<file path="config.mk">
export PLATFORM = sky130hd
export DESIGN_NAME = key_round_scheduler
export DESIGN_NICKNAME = d
export VERILOG_FILES = /design/src/rtl/key_sched_pkg.sv /design/src/rtl/key_half_rotator.sv /design/src/rtl/key_round_scheduler.sv
export SDC_FILE = /design/constraint.sdc
export NUM_CORES = 1
export LEC_CHECK = 0
export CAP_MARGIN = 20
export CELL_PAD_IN_SITES_DETAIL_PLACEMENT = 1
export CELL_PAD_IN_SITES_GLOBAL_PLACEMENT = 1
export CORE_UTILIZATION = 35
export DETAILED_ROUTE_END_ITERATION = 10
export PLACE_DENSITY_LB_ADDON = 0.1
export SETUP_SLACK_MARGIN = 0.4
export SYNTH_ARGS = -nofsm -noshare
export SYNTH_HDL_FRONTEND = slang
export SYNTH_SLANG_ARGS = --single-unit
export TNS_END_PERCENT = 30
</file>
<file path="constraint.sdc">
create_clock -name clk -period 2.85 [get_ports clk]
set_input_delay 0.4275 -clock clk [delete_from_list [all_inputs] [get_ports clk]]
set_output_delay 0.4275 -clock clk [all_outputs]
set_load 0.02 [all_outputs]
</file>
<file path="src/rtl/key_sched_pkg.sv">
// key_sched_pkg: shared state type, half width, rotation schedule and half-rotate helper
package key_sched_pkg;
  typedef enum logic [1:0] {IDLE, ACTIVE, DONE} state_t;
  localparam int HALF_W = 32;
  function automatic logic [1:0] rot_amt(input int r, input int n);
    return (r == 0 || r == 1 || r == 8 || r == n - 1) ? 2'd1 : 2'd2;
  endfunction
  function automatic logic [HALF_W-1:0] rotl_half(input logic [HALF_W-1:0] half, input logic [1:0] amount);
    return amount == 2'd2 ? {half[HALF_W-3:0], half[HALF_W-1:HALF_W-2]} : {half[HALF_W-2:0], half[HALF_W-1]};
  endfunction
endpackage

</file>
<file path="src/rtl/key_half_rotator.sv">
// key_half_rotator: combinational rotate-left of one key half by 1 or 2
module key_half_rotator
  import key_sched_pkg::*;
(
  input  logic [HALF_W-1:0] din,
  input  logic [1:0]        amount,
  output logic [HALF_W-1:0] dout
);
  assign dout = rotl_half(din, amount);
endmodule

</file>
<file path="src/rtl/key_round_scheduler.sv">
// key_round_scheduler: captures a shifted key and streams NUM_ROUNDS DES-style round keys; optional rk_parity via KEY_ROUND_PARITY_EN
module key_round_scheduler
  import key_sched_pkg::*;
#(
  parameter int NUM_ROUNDS = 16,
  parameter int KEY_W      = 64
) (
  input  logic             clk,
  input  logic             set,
  input  logic [0:KEY_W-1] key_in,
  input  logic             key_valid,
  output logic [0:KEY_W-1] rk_out,
  output logic             rk_valid,
  input  logic             rk_ready,
  output logic [3:0]       rk_round,
  output logic             busy,
  output logic             done
`ifdef KEY_ROUND_PARITY_EN
  ,
  output logic [0:7]       rk_parity
`endif
);
  state_t state_q, state_d;
  logic [HALF_W-1:0] c_q, c_d, d_q, d_d, c_src, d_src, c_rot, d_rot;
  logic [KEY_W-1:0] key_v;
  logic [1:0] amt;
  logic [3:0] round_q, round_d;
  logic valid_q, valid_d, done_q, done_d, armed_q, armed_d;
  logic accept, fire, last;
  assign key_v  = key_in;
  assign accept = state_q == IDLE && key_valid && armed_q;
  assign fire   = valid_q && rk_ready;
  assign last   = round_q == 4'(NUM_ROUNDS - 1);
  assign c_src  = accept ? key_v[KEY_W-1 -: HALF_W] : c_q;
  assign d_src  = accept ? key_v[HALF_W-1:0] : d_q;
  assign amt    = rot_amt(accept ? 0 : int'(round_q) + 1, NUM_ROUNDS);
  key_half_rotator u_rot_c (.din(c_src), .amount(amt), .dout(c_rot));
  key_half_rotator u_rot_d (.din(d_src), .amount(amt), .dout(d_rot));
  // next-state: capture on accept, advance on handshake, retire after the last round
  always_comb begin
    state_d = state_q;
    c_d     = c_q;
    d_d     = d_q;
    valid_d = valid_q;
    round_d = round_q;
    done_d  = 1'b0;
    armed_d = !key_valid || (armed_q && !accept);
    if (accept) begin
      state_d = ACTIVE;
      c_d     = c_rot;
      d_d     = d_rot;
      valid_d = 1'b1;
      round_d = 4'd0;
    end else if (fire && !last) begin
      c_d     = c_rot;
      d_d     = d_rot;
      round_d = round_q + 4'd1;
    end else if (fire) begin
      valid_d = 1'b0;
      done_d  = 1'b1;
      state_d = DONE;
    end else if (state_q == DONE) begin
      state_d = IDLE;
    end
  end
  // state and output registers; reset drops any in-flight round key
  always_ff @(posedge clk or posedge set) begin
    if (set) begin
      state_q <= IDLE;
      c_q     <= '0;
      d_q     <= '0;
      valid_q <= 1'b0;
      round_q <= 4'd0;
      done_q  <= 1'b0;
      armed_q <= 1'b0;
    end else begin
      state_q <= state_d;
      c_q     <= c_d;
      d_q     <= d_d;
      valid_q <= valid_d;
      round_q <= round_d;
      done_q  <= done_d;
      armed_q <= armed_d;
    end
  end
  assign rk_out   = {c_q, d_q};
  assign rk_valid = valid_q;
  assign rk_round = round_q;
  assign busy     = state_q == ACTIVE;
  assign done     = done_q;
`ifdef KEY_ROUND_PARITY_EN
  logic [KEY_W-1:0] next_key;
  logic [0:7] parity_q, parity_d;
  assign next_key = {c_d, d_d};
  // odd parity per byte, byte 0 being the most significant
  always_comb begin
    parity_d = '0;
    for (int i = 0; i < 8; i++) parity_d[i] = ~^next_key[KEY_W-1-8*i -: 8];
  end
  // parity tracks rk_out register-for-register
  always_ff @(posedge clk or posedge set) begin
    if (set) parity_q <= 8'hFF;
    else parity_q <= parity_d;
  end
  assign rk_parity = parity_q;
`endif
endmodule

</file>
Word-level counts from Yosys, hierarchy flattened. Index checks and enable logic that the tools add are counted. W data, S select, Z words.

Flip-flop bits (word level): 73. Output and inout port bits: 71. Logic and storage cells: 58.

Mux-type cells: 22. $add $sub $neg: 2. Reductions and logical operators: 19. Eq/ne operators: 8.

Operator list (count): $mux W32 (8); $logic_not A32 Y1 (1); $eq A5 B4 Y1 const B (2); $mux W2 (5); $mux W4 (2); $mux W1 (6); $add A4 B1 Y5 const B (1); $eq A5 B1 Y1 const B (1); $logic_and A1 B1 Y1 (5); $mux W5 (1); $add A4 B1 Y4 const B (1); $eq A2 B2 Y1 const B (2); $eq A4 B4 Y1 const B (1); $logic_or A1 B1 Y1 (4); $reduce_and A2 Y1 (2); $reduce_bool A2 Y1 (2); $logic_not A1 Y1 (3); $reduce_bool A3 Y1 (1); $eq A2 B1 Y1 const B (1); $logic_not A2 Y1 (1); $ne A2 B2 Y1 const B (1).

Logic depth before layout (Yosys ltp).
Word-level depth: 13. Depth in mapped cells: 8.

Cells and area by module. A second synthesis with hierarchy kept.

Cells, all modules: 466. Area total of the unflattened synthesis: 4868.4 sq um.

By module, submodules not included: key_round_scheduler (cells each 392, area an instance 3752.3 sq um, times used 1); key_half_rotator (cells each 37, area an instance 558.0 sq um, times used 2).

Worst setup path after synthesis. OpenSTA, ideal clock, no wires.

Path type: reg2reg. From: register round_q[0], in the netlist rk_round[0]. To: register c_q[29]. Arrival: 2081 ps. Clock period less this slack: 2154 ps. Setup slack: 696 ps. Stages on the path, launching flop included: 7. Data required time: 2777 ps. Cells stage by stage: dfrtp_1 > ha_1 > xor2_1 > o31ai_4 > buf_6 > mux2_2 > a21oi_2.

Cells in the longest elaborated chain, start to end: 11. Elaborated cells on any way between the ends: 18. Those cells by class: add/sub: 1; eq/ne: 5; mux: 5; reduce/logical: 7.

RTL lines: from (decl) (line key_round_scheduler.sv:27) `logic [3:0] round_q, round_d;`; from (signal assigned) (line key_round_scheduler.sv:81) `round_q <= round_d;`; $add A4 B1 Y5 (line key_round_scheduler.sv:36) `assign amt = rot_amt(accept ? 0 : int'(round_q) + 1, NUM_ROUNDS);`; $mux W5 (line key_round_scheduler.sv:36); $logic_not A32 Y1 or $eq A5 B1 Y1 (tied branches) (line key_sched_pkg.sv:6) `return (r == 0 || r == 1 || r == 8 || r == n - 1) ? 2'd1 : 2'd2;`; $logic_or A1 B1 Y1 (3 in series) (line key_sched_pkg.sv:6); $mux W2 (line key_sched_pkg.sv:6); $eq A2 B2 Y1 (line key_sched_pkg.sv:9) `return amount == 2'd2 ? {half[HALF_W-3:0], half[HALF_W-1:HALF_W-2]} : {half[HALF_W-2:0], half[HALF_W-1]};`; $mux W32 (line key_sched_pkg.sv:9); $mux W32 (line key_round_scheduler.sv:54) `end else if (fire && !last) begin`; $mux W32 (line key_round_scheduler.sv:48) `if (accept) begin`; to (signal assigned) (line key_round_scheduler.sv:70) `c_q <= '0;`; to (signal assigned) (line key_round_scheduler.sv:78) `c_q <= c_d;`; to (decl) (line key_round_scheduler.sv:24) `logic [HALF_W-1:0] c_q, c_d, d_q, d_d, c_src, d_src, c_rot, d_rot;`.

Several ways; a longest one is shown, not always the timed one. The select of a mux whose other input is x is not followed. A chain may end at the register's enable or synchronous reset.

Worst setup path in the final report.
From: register round_q[0], in the netlist rk_round[0]. To: register d_q[23].

Cells in the longest elaborated chain, start to end: 11. Elaborated cells on any way between the ends: 18. Those cells by class: add/sub: 1; eq/ne: 5; mux: 5; reduce/logical: 7.

RTL lines: $add A4 B1 Y5 (line key_round_scheduler.sv:36); $mux W5 (line key_round_scheduler.sv:36); $logic_not A32 Y1 or $eq A5 B1 Y1 (tied branches) (line key_sched_pkg.sv:6); $logic_or A1 B1 Y1 (3 in series) (line key_sched_pkg.sv:6); $mux W2 (line key_sched_pkg.sv:6); $eq A2 B2 Y1 (line key_sched_pkg.sv:9); $mux W32 (line key_sched_pkg.sv:9); $mux W32 (line key_round_scheduler.sv:54); $mux W32 (line key_round_scheduler.sv:48); to (signal assigned) (line key_round_scheduler.sv:71) `d_q <= '0;`; to (signal assigned) (line key_round_scheduler.sv:79) `d_q <= d_d;`; to (decl) (line key_round_scheduler.sv:24).

Several ways; a longest one is shown, not always the timed one. The select of a mux whose other input is x is not followed.

==> metrics.md <==
| Metric | Value |
|---|---|
| Slowest CP cell | dfrtp_1 |
| Levels on crit path | 8 |
| Final design utilization | 0.5072 |
| Core region area | ~12,000 µm² |
| Total die area | 12,750 µm² |
| Cell mode on critical path | buf_4 |
| Worst setup path class | reg -> reg |
| Initial Util | 0.3585 |
| Dpl cell area | 5806 µm² |
| Final hold viol count | 0 |
| Switching pwr | 2.951 mW |
| Crit-path max cell delay | 0.43 ns |
| Clock share of power | 0.140 |
| Root Driver | clkbuf_16 |
| Minimum clock period | around 2.2 ns |
| Largest net degree at the start of global routing | 87 |
| N_diodes | 0 |
| Via count | between 3,000 and 4,000 |
| DR WL/cell | 16.46 µm |
| Period utilization | 0.7877 |
| I/O pin count | roughly 140 |
| Internal power | 4.365 mW |
| Number of global-route vias before repair | 3,970 |
| FF+latch area | around 1800 µm² |
| Post-synth EDFFs | 0 |
| Slew Limit Fails | 0 |
| Peak VDD IR | 0.4943 mV |
| Clock skew | 0.003829 ns |
| Final setup viols | 0 |
| Worst Setup Start Kind | register |
| Layout area overhead | 41.46% |
| Die height | 112.9 µm |
| Overflow after GRT | 0 |
| Ys Warns | 0 |
| Post-route DRC | 0 |
| Worst Hold Class | in -> async |
| Leading cell type in the layout, fill and taps excluded | clkdlybuf4s50_1 |
| Sw frac | 0.4034 |
| CP delay by family, top | flip-flops |
| CP cell instances | ha_1 > xor2_1 > nand3_1 > o31ai_4 > buf_4 > buf_4 > mux2_2 > a21oi_1 |
| RSZ-0062 raised after global routing | false |
| Port bufs | 138 |
| FMAX | around 0.45 GHz |
| Relative slew margins | 0.5900 |
| Area of the multi-input gates | 2255 µm² |
| Initial antenna violation count | 0 |
| GRT Total Usage | 0.1965 |
| Reg2Reg Depth | 8 |
| Synth cell types | 24 |
| Placed insts | between 700 and 800 |
| Post-Layout Inst Area | 6092 µm² |
| Clock-pin slew on the worst setup and hold paths | 0.06 ns |
| Fillcell total | 1,374 |
| 1st-iter DRT viols | between 150 and 200 |
| Post-synthesis register bit count | 73 |
| # rows | 40 |
| Leakage | 2.344 nW |
| 1st-pass router iterations | 6 |
| CTS tree | yes |
| Worst-Margin Slew | slightly above 0.6 ns |
| Synthesized area | 4307 µm² |
| H-tree levels | 3 |
| Logic pwr share | 0.616 |
| Clk_lat worst skew | 0.32 ns |
| Total CTS buffers | 9 |
| Final #Nets | approximately 660 |
| Setup crit end kind | register |
| Vias per cell | 5.245 |
| TritonCTS Sinks | 73 |
| Detailed Place HPWL | 8244 µm |
| Cts hold-fix bufs | 0 |
| Total Neg Setup Slack | 0 ns |
| Routed WL | roughly 12,000 µm |
| Hold Slack | 0.4276 ns |
| Max Root-Sink Buffers | 2 |
| DRT antenna net count | 0 |
| First-pass GRT wire length | 20,040 µm |
| Mapped Nets | 539 |
| Ratio of cells with drive above 1 in the final layout | 0.1636 |
| Commonest non-fill, non-tap cells in the layout | 138 x clkdlybuf4s50_1, 73 x dfrtp_1, 70 x nor2_1, 65 x o21ai_0, 64 x or3_1 |
| Sequential share of power | 0.244 |
| Register area share after synthesis | 0.4242 |
| PwrDens | about 1200 nW/µm² |
| Post-Syn Instances | 470 |
| Final std cells w/o fill | 740 |
| Buf/Inv on CP | 2 |
| CP arrival | 2.49 ns |
| Die W | ~110 µm |
| Crit Path Max Fanout | 16 |
| Syn_area_per_cell | 9.163 µm² |
| Worst EP required | 3.09 ns |
| RePlAce Congestion | roughly 0.76 |
| Asr flop ratio synth | 1.000 |
| Status | completed |
| Max cap viols | 0 |
| Synth Flop Type | dfrtp_1 |
-- worst paths after layout --
check / slack, ns / end / from
min in group clk: 0.55 / rk_valid / rk_valid
worst max-delay path: 0.60 / d_q[23] / rk_round[0]
worst min-delay path: 0.43 / c_q[27] / set
max in group asynchronous: 1.81 / c_q[20] / set
worst min register to register: 0.55 / rk_valid / rk_valid
worst max register to register: 0.60 / d_q[23] / rk_round[0]
-- registers in the layout, summed over array words and instances, names as in the netlist --
signal and cells:
rk_round 4, armed_q 1, done 1, c_q 32, state_q 2, rk_valid 1
d_q 32
-- metal layers --
layer  up-vias  global-route usage  wire length, µm
met5         -                   0                0
met4         0             0.04737               88
met3         7             0.04660              587
met2        81              0.3255             5874
met1      1887              0.2601             5630
li1       1906                   -                -
-- metrics by stage --
| stage | setup slack, ns | power [mW] |
|---|---|---|
| after global routing | 0.4700 | 7.861 |
| after global placement | 0.2373 | 6.149 |
| final | 0.6049 | 7.316 |
| after CTS | 0.5810 | 7.403 |
| after floorplan | 0.5692 | 4.897 |
| after detailed placement | 0.1316 | 6.251 |
-- cell families (layout without fill, tap and decap cells) --
kind of cell    after synthesis  in the layout  share of synthesized area
compound gates              132            132                     0.1662
mux                          65             65                     0.1697
xor+xnor                      4              4                   0.008136
buf+inv                      44            167                    0.05636
flops                        73             73                     0.4242
fa+ha+maj                     1              1                   0.002905
simple gates                151            151                     0.1726
-- synth_stat cells (2+ instances only) --
| cell type | number | area, µm² |
|---|---|---|
| dfrtp_1 | 73 | 1827 |
| buf_6 | 7 | 78.83 |
| and3_1 | 2 | 12.51 |
| mux2_2 | 58 | 653.1 |
| nand2_1 | 8 | 30.03 |
| clkbuf_1 | 23 | 86.33 |
| a21oi_1 | 55 | 275.3 |
| buf_4 | 4 | 30.03 |
| mux2_1 | 6 | 67.56 |
| or3_1 | 64 | 400.4 |
| xor2_1 | 3 | 26.28 |
| nor2_1 | 71 | 266.5 |
| inv_1 | 2 | 7.510 |
| a21oi_2 | 10 | 87.58 |
| nor2b_1 | 2 | 12.51 |
| nand3_1 | 3 | 15.01 |
| buf_2 | 8 | 40.04 |
| o21ai_0 | 65 | 325.3 |
-- power by group through the flow --
stage / Combinational [mW] / Sequential [mW] / Clock (mW)
6_report: 4.51 / 1.78 / 1.02
5_1_grt: 4.92 / 1.84 / 1.10
4_1_cts: 4.56 / 1.79 / 1.05
3_5_place_dp: 4.45 / 1.80 / 0
3_3_place_gp: 4.36 / 1.78 / 0
2_1_floorplan: 2.71 / 2.18 / 0
-- layout make-up --
class	count	share of cell area
inverters	2	0.001438
clock buffers	14	0.04334
well taps	147	0.03019
flip-flops and latches	73	0.2999
repair buffers	151	0.2551
multi-input cells	353	0.3701
-- repair_timing --
action / in CTS / in global routing
setup buffers: 3 / 0
gates resized for setup: 0 / 0
setup endpoints to repair: 48 / 0
-- worst reg2reg max path: cells and delay by family (launching register included) --
family,cells,cell delay [ns]
flops,1,0.43
fa+ha+maj,1,0.26
buf+inv,2,0.39
mux,1,0.36
compound gates,2,0.26
simple gates,1,0.19
xor+xnor,1,0.28
Note: power is estimated with default switching activity, not from simulation.
